$ cat config.mk
export PLATFORM = sky130hd
export DESIGN_NAME = rr_lease_arbiter
export DESIGN_NICKNAME = d
export VERILOG_FILES = /design/src/rtl/rr_lease_arbiter.sv
export SDC_FILE = /design/constraint.sdc
export NUM_CORES = 1
export LEC_CHECK = 0
export ABC_AREA = 1
export CAP_MARGIN = 30
export CORE_MARGIN = 10
export CORE_UTILIZATION = 30
export CTS_CLUSTER_DIAMETER = 50
export DETAILED_ROUTE_END_ITERATION = 16
export HOLD_SLACK_MARGIN = 0.15
export PLACE_DENSITY = 0.54
export SLEW_MARGIN = 15
export SYNTH_ARGS = -nofsm -noshare
export SYNTH_HDL_FRONTEND = slang
export SYNTH_SLANG_ARGS = --single-unit
export TNS_END_PERCENT = 30
$ cat constraint.sdc
create_clock -name clk -period 2.5 [get_ports clk]
set_input_delay 0.5 -clock clk [delete_from_list [all_inputs] [get_ports clk]]
set_output_delay 0.5 -clock clk [all_outputs]
set_load 0.05 [all_outputs]
$ cat src/rtl/rr_lease_arbiter.sv
// rr_lease_arbiter: round-robin lease arbiter for one shared resource.
// One of N requesters holds a lease until it pulses done or drops its
// request; an all-zero grant cycle always separates two leases.
// Optional hold limit: define LEASE_TIMEOUT_EN to revoke leases after
// MAX_HOLD grant cycles and mask the overrunning requester until it
// drops its request.
//
// Handshake: request[i] is a level held by requester i while it wants the
// resource; grant[i] is the registered answer. done[i] is a single-cycle
// strobe honoured only from the current holder. A lease ends at the edge
// where the holder shows done=1 or request=0; grant is low from that edge.
module rr_lease_arbiter #(
    parameter int N        = 3,
    parameter int MAX_HOLD = 8
) (
    input  logic                 clk,
    input  logic                 reset,
    input  logic [N-1:0]         request,
    input  logic [N-1:0]         done,
    output logic [N-1:0]         grant,
    output logic [$clog2(N)-1:0] grant_id,
    output logic                 busy,
    output logic                 timeout,
    output logic                 dbg_state_o
);

    localparam int IW = $clog2(N);
    localparam logic [IW-1:0] LAST = IW'(N - 1);
    localparam logic [N-1:0]  ONE  = N'(1);

    typedef enum logic {
        IDLE  = 1'b0,
        GRANT = 1'b1
    } state_t;

    state_t          state_q, state_d;
    logic [IW-1:0]   ptr_q, ptr_d;
    logic [N-1:0]    grant_q, grant_d;
    logic [IW-1:0]   grant_id_q, grant_id_d;
    logic            busy_q, busy_d;

    logic [N-1:0]    eligible;
    logic            found;
    logic [IW-1:0]   pick;
    logic            release_ev;
    logic            expire_ev;
    logic [IW-1:0]   next_ptr;

`ifdef LEASE_TIMEOUT_EN
    localparam int HW = $clog2(MAX_HOLD + 1);
    localparam logic [HW-1:0] HOLD_LIM = HW'(MAX_HOLD);

    logic [HW-1:0]   hold_cnt_q, hold_cnt_d;
    logic [N-1:0]    mask_q, mask_d;
    logic            timeout_q, timeout_d;

    assign eligible = request & ~mask_q;
    // Hold limit is reached only when no release is pending; a coincident
    // release wins and is handled as an ordinary end of lease.
    assign expire_ev = (state_q == GRANT) && !release_ev && (hold_cnt_q == HOLD_LIM);
    assign timeout   = timeout_q;
`else
    assign eligible  = request;
    assign expire_ev = 1'b0;
    assign timeout   = 1'b0;
`endif

    assign release_ev  = (state_q == GRANT) && (done[grant_id_q] || !request[grant_id_q]);
    assign next_ptr    = (grant_id_q == LAST) ? '0 : grant_id_q + 1'b1;

    assign grant       = grant_q;
    assign grant_id    = grant_id_q;
    assign busy        = busy_q;
    assign dbg_state_o = state_q;

    // Rotating priority search: first eligible index at or above ptr, wrapping.
    always_comb begin
        int j;
        logic [IW-1:0] idx;
        found = 1'b0;
        pick  = '0;
        j     = 0;
        idx   = '0;
        for (int i = 0; i < N; i++) begin
            j   = (int'(ptr_q) + i) % N;
            idx = IW'(j);
            if (!found && eligible[idx]) begin
                found = 1'b1;
                pick  = idx;
            end
        end
    end

    // State register plus registered outputs; reset drops everything at once.
    always_ff @(posedge clk or negedge reset) begin
        if (!reset) begin
            state_q    <= IDLE;
            ptr_q      <= '0;
            grant_q    <= '0;
            grant_id_q <= '0;
            busy_q     <= 1'b0;
`ifdef LEASE_TIMEOUT_EN
            hold_cnt_q <= '0;
            mask_q     <= '0;
            timeout_q  <= 1'b0;
`endif
        end else begin
            state_q    <= state_d;
            ptr_q      <= ptr_d;
            grant_q    <= grant_d;
            grant_id_q <= grant_id_d;
            busy_q     <= busy_d;
`ifdef LEASE_TIMEOUT_EN
            hold_cnt_q <= hold_cnt_d;
            mask_q     <= mask_d;
            timeout_q  <= timeout_d;
`endif
        end
    end

    // Next-state logic: IDLE grants on any eligible request, GRANT leaves on
    // release or hold-limit expiry.
    always_comb begin
        state_d = state_q;
        case (state_q)
            IDLE:    if (found) state_d = GRANT;
            GRANT:   if (release_ev || expire_ev) state_d = IDLE;
            default: state_d = IDLE;
        endcase
    end

    // Output and pointer logic: values presented from the next edge on.
    always_comb begin
        grant_d    = grant_q;
        grant_id_d = grant_id_q;
        busy_d     = busy_q;
        ptr_d      = ptr_q;
        case (state_q)
            IDLE: begin
                grant_d    = '0;
                grant_id_d = '0;
                busy_d     = 1'b0;
                if (found) begin
                    grant_d    = ONE << pick;
                    grant_id_d = pick;
                    busy_d     = 1'b1;
                end
            end
            GRANT: begin
                if (release_ev || expire_ev) begin
                    grant_d    = '0;
                    grant_id_d = '0;
                    busy_d     = 1'b0;
                    // Served requester drops to lowest priority next round.
                    ptr_d      = next_ptr;
                end
            end
            default: begin
                grant_d    = '0;
                grant_id_d = '0;
                busy_d     = 1'b0;
            end
        endcase
    end

`ifdef LEASE_TIMEOUT_EN
    // Hold counter, timeout pulse and overrun mask bookkeeping.
    always_comb begin
        hold_cnt_d = '0;
        timeout_d  = expire_ev;
        // A masked requester is released as soon as it lowers its request.
        mask_d     = mask_q & request;
        if (state_q == IDLE) begin
            if (found) hold_cnt_d = HW'(1);
        end else if (!(release_ev || expire_ev)) begin
            hold_cnt_d = (hold_cnt_q == HOLD_LIM) ? hold_cnt_q : hold_cnt_q + 1'b1;
        end
        if (expire_ev) mask_d = mask_d | (ONE << grant_id_q);
    end
`endif

endmodule

==> results.tsv <==
stage	metric	value	unit
grt	largest net degree at the start of global routing	10	
synth	post-synthesis register bit count	9	
synth	Async SR Flop Fraction	1.00	
job	max cap viols	0	
final_layout	Nets	132	
placed_design	placed cells	143	
worst_setup_path	R2R depth	10	
synth	sequential fraction of the synthesis area	0.307	
clock_tree	CTS-repair resized insts	0	
routing	DRC violation count after routing	0	
pwr	PwrDens	1310	nW/µm²
worst_setup_path	RR Startpoint	ptr_q[0]	
placed_design	IO buf count	14	
worst_setup_path	crit-path max FO	4	
synth	Netlist cell types	22	
synth	post-synth top area cell	dfrtp_1	
grt	GRT met3 Usage	0.0300	
timing	post-route clock period utilization	0.804	
synth	post-synthesis cell area	733	µm²
final_layout	share of post-route cells with drive strength above 1	0.210	
grt	GRT Util Overall	0.0752	
routing	initial drt markers	18	
grt	Top Usage Layer GRT	met2	
clock_tree	H-tree Lvls	1	
worst_hold_path	HP Start	busy	
synth	synth warn	0	
routing	wire length per cell	11.9	µm
clock_tree	CTS root buf	clkbuf_4	
timing	Final Skew	8.26	ps
routing	Vias	684	
worst_setup_path	worst path required time	2000	ps
final_layout	antenna cells	0	
clock_tree	setup repair bufs after CTS	0	
timing	FMAX	498	MHz
floorplan	I/O pins	16	
worst_setup_path	Worst Path Arrival	1510	ps
grt	total congestion overflow	0	
timing	actual slew at the worst max-slew pin	505	ps
worst_setup_path	Crit path depth	1	
synth	net count after synthesis	114	
pwr	VDD IR-drop max	0.620	mV
worst_setup_path	Setup crit start	grant_id[0]	
placed_design	RePlAce Congestion	0.884	
worst_setup_path	CP max stage cell	clkdlybuf4s50_1	
worst_setup_path	CP bufs+invs	1	
status	status	finished, final reports clean	
floorplan	row count	17	
worst_setup_path	crit path capture	grant_id[0]	
timing	# setup viols final	0	
synth	Post-synth EDFFs	0	
worst_setup_path	kind of cell adding the most delay to the critical path	buffers and inverters	
clock_tree	clock-pin transition on the worst setup and hold timing paths	70	ps
clock_tree	clk_lat worst skew	260	ps
final_layout	Area growth, synth to finish	26.6	%
timing	Final Hold Violating Endpoints	0	
final_layout	Filler cells	242	
routing	post-route ant nets	0	
clock_tree	CTS tree	built	
final_layout	Post-Layout Cell Count	147	
timing	Worst slew margin	0.662	
worst_setup_path	Critical Path Source Type	flip-flop	
floorplan	Die Y	69.4	µm
grt	number of global-route vias before repair	693	
worst_setup_path	R2R Setup Slk	730	ps
pwr	leakage	0.000450	µW
worst_setup_path	CP Capture Type	output pin	
grt	routing usage on met1	0.0881	
routing	drt pass-1 iters	4	
routing	Routed WL	1.76	mm
final_layout	most frequent cells in the layout	29 x nand2_1, 17 x nand3_1, 14 x clkdlybuf4s50_1	
floorplan	Die Footprint	4820	µm²
clock_tree	hold_buf cts	0	
grt	initial antenna violation count	0	
timing	Final Max Tran Viols	0	
worst_setup_path	Crit path largest cell delay	840	ps
grt	met2 Use GR	0.123	
clock_tree	Max Root-Sink Buffers	2	
synth	post-synth top area share	0.307	
worst_hold_path	hold crit path type	reg2reg	
routing	detailed-route vias per instance	4.65	
pwr	Power, Total	1210	µW
timing	setup_tns	0	ps
synth	Avg Inst Size Synth	7.19	µm²
placed_design	dpl hpwl	1.47	mm
floorplan	die width	69.4	µm
floorplan	Starting Density	0.322	
worst_setup_path	Setup CP Type	reg2out	
worst_setup_path	crit-path cells	clkdlybuf4s50_1	
floorplan	Core ar.	2280	µm²
synth	synth top area cells	dfrtp_1 31%, nand2_1 15%, nand3_1 12%	
timing	RSZ-0062 raised after global routing	no	
timing	Final min period	2010	ps
synth	Top FF cell, synth	dfrtp_1	
clock_tree	clock buffer count from CTS	3	
worst_setup_path	reg-to-reg endpoint	grant_id[1]	
final_layout	commonest non-fill, non-tap cell in the layout	nand2_1	
clock_tree	CTS Sinks	9	
synth	synthesized instance count	102	
grt	first-pass GRT wire length	3.14	mm
cell families after synthesis:
logic type | Yosys count | synth area share
AND/OR/NAND/NOR | 63 | 0.444
buffers and inverters | 15 | 0.0819
AO/OA/AOI/OAI | 10 | 0.0939
flip-flops | 9 | 0.307
adder cells (fa/ha/maj) | 4 | 0.0683
other | 1 | 0.00511
power breakdown:
group          total [µW]  internal [µW]  switching, µW  leakage, µW
clock                 112           59.0           52.8    0.0000177
sequential            242            201           41.4     0.000115
combinational         858            283            574     0.000317
sequential cells by signal (all words and copies together) (netlist names):
name,flops
busy,1
dbg_state_o,1
grant,3
grant_id,2
ptr_q,2
final cells by class:
| type | count | area (µm²) | area share |
|---|---|---|---|
| clock buffer | 3 | 22.5 | 0.0243 |
| clock inverter | 1 | 5.00 | 0.00539 |
| inverter | 14 | 52.6 | 0.0566 |
| multi-input combinational | 78 | 448 | 0.482 |
| sequential | 9 | 225 | 0.243 |
| tap | 28 | 35.0 | 0.0377 |
| timing repair buffer | 14 | 140 | 0.151 |
how the worst min path moves through the flow:
| stage | endpoint | cells past startpoint |
|---|---|---|
| 2_1_floorplan | busy | 0 |
| 3_3_place_gp | grant[1] | 2 |
| 3_5_place_dp | busy | 2 |
| 4_1_cts | busy | 2 |
| 5_1_grt | grant[0] | 2 |
| 6_report | busy | 2 |
cell usage after synthesis (2+ instances only):
master	n
nand2_1	29
nand3_1	17
dfrtp_1	9
inv_1	8
inv_2	5
nand2_2	5
ha_1	4
o21ai_0	4
nand3_2	3
nor2_1	3
nor2_2	3
o21ai_1	2
routing by layer:
metal | vias up | part of all wire
met2 | 8 | 0.49
met4 | 0 | 0.0034
met1 | 314 | 0.47
li1 | 360 | -
met3 | 2 | 0.036
met5 | - | 0
metrics by stage:
step                instance area (µm²)  hold slack [ps]  utilization  worst slack (ps)
floorplan                           733              204            -               932
global placement                    901              469        0.396               494
detailed placement                  901              468        0.396               528
CTS                                 928              485        0.408               466
global route                        928              504        0.408               419
finish                              928              476        0.408               491
No activity file was read; power rests on OpenSTA's default activity.
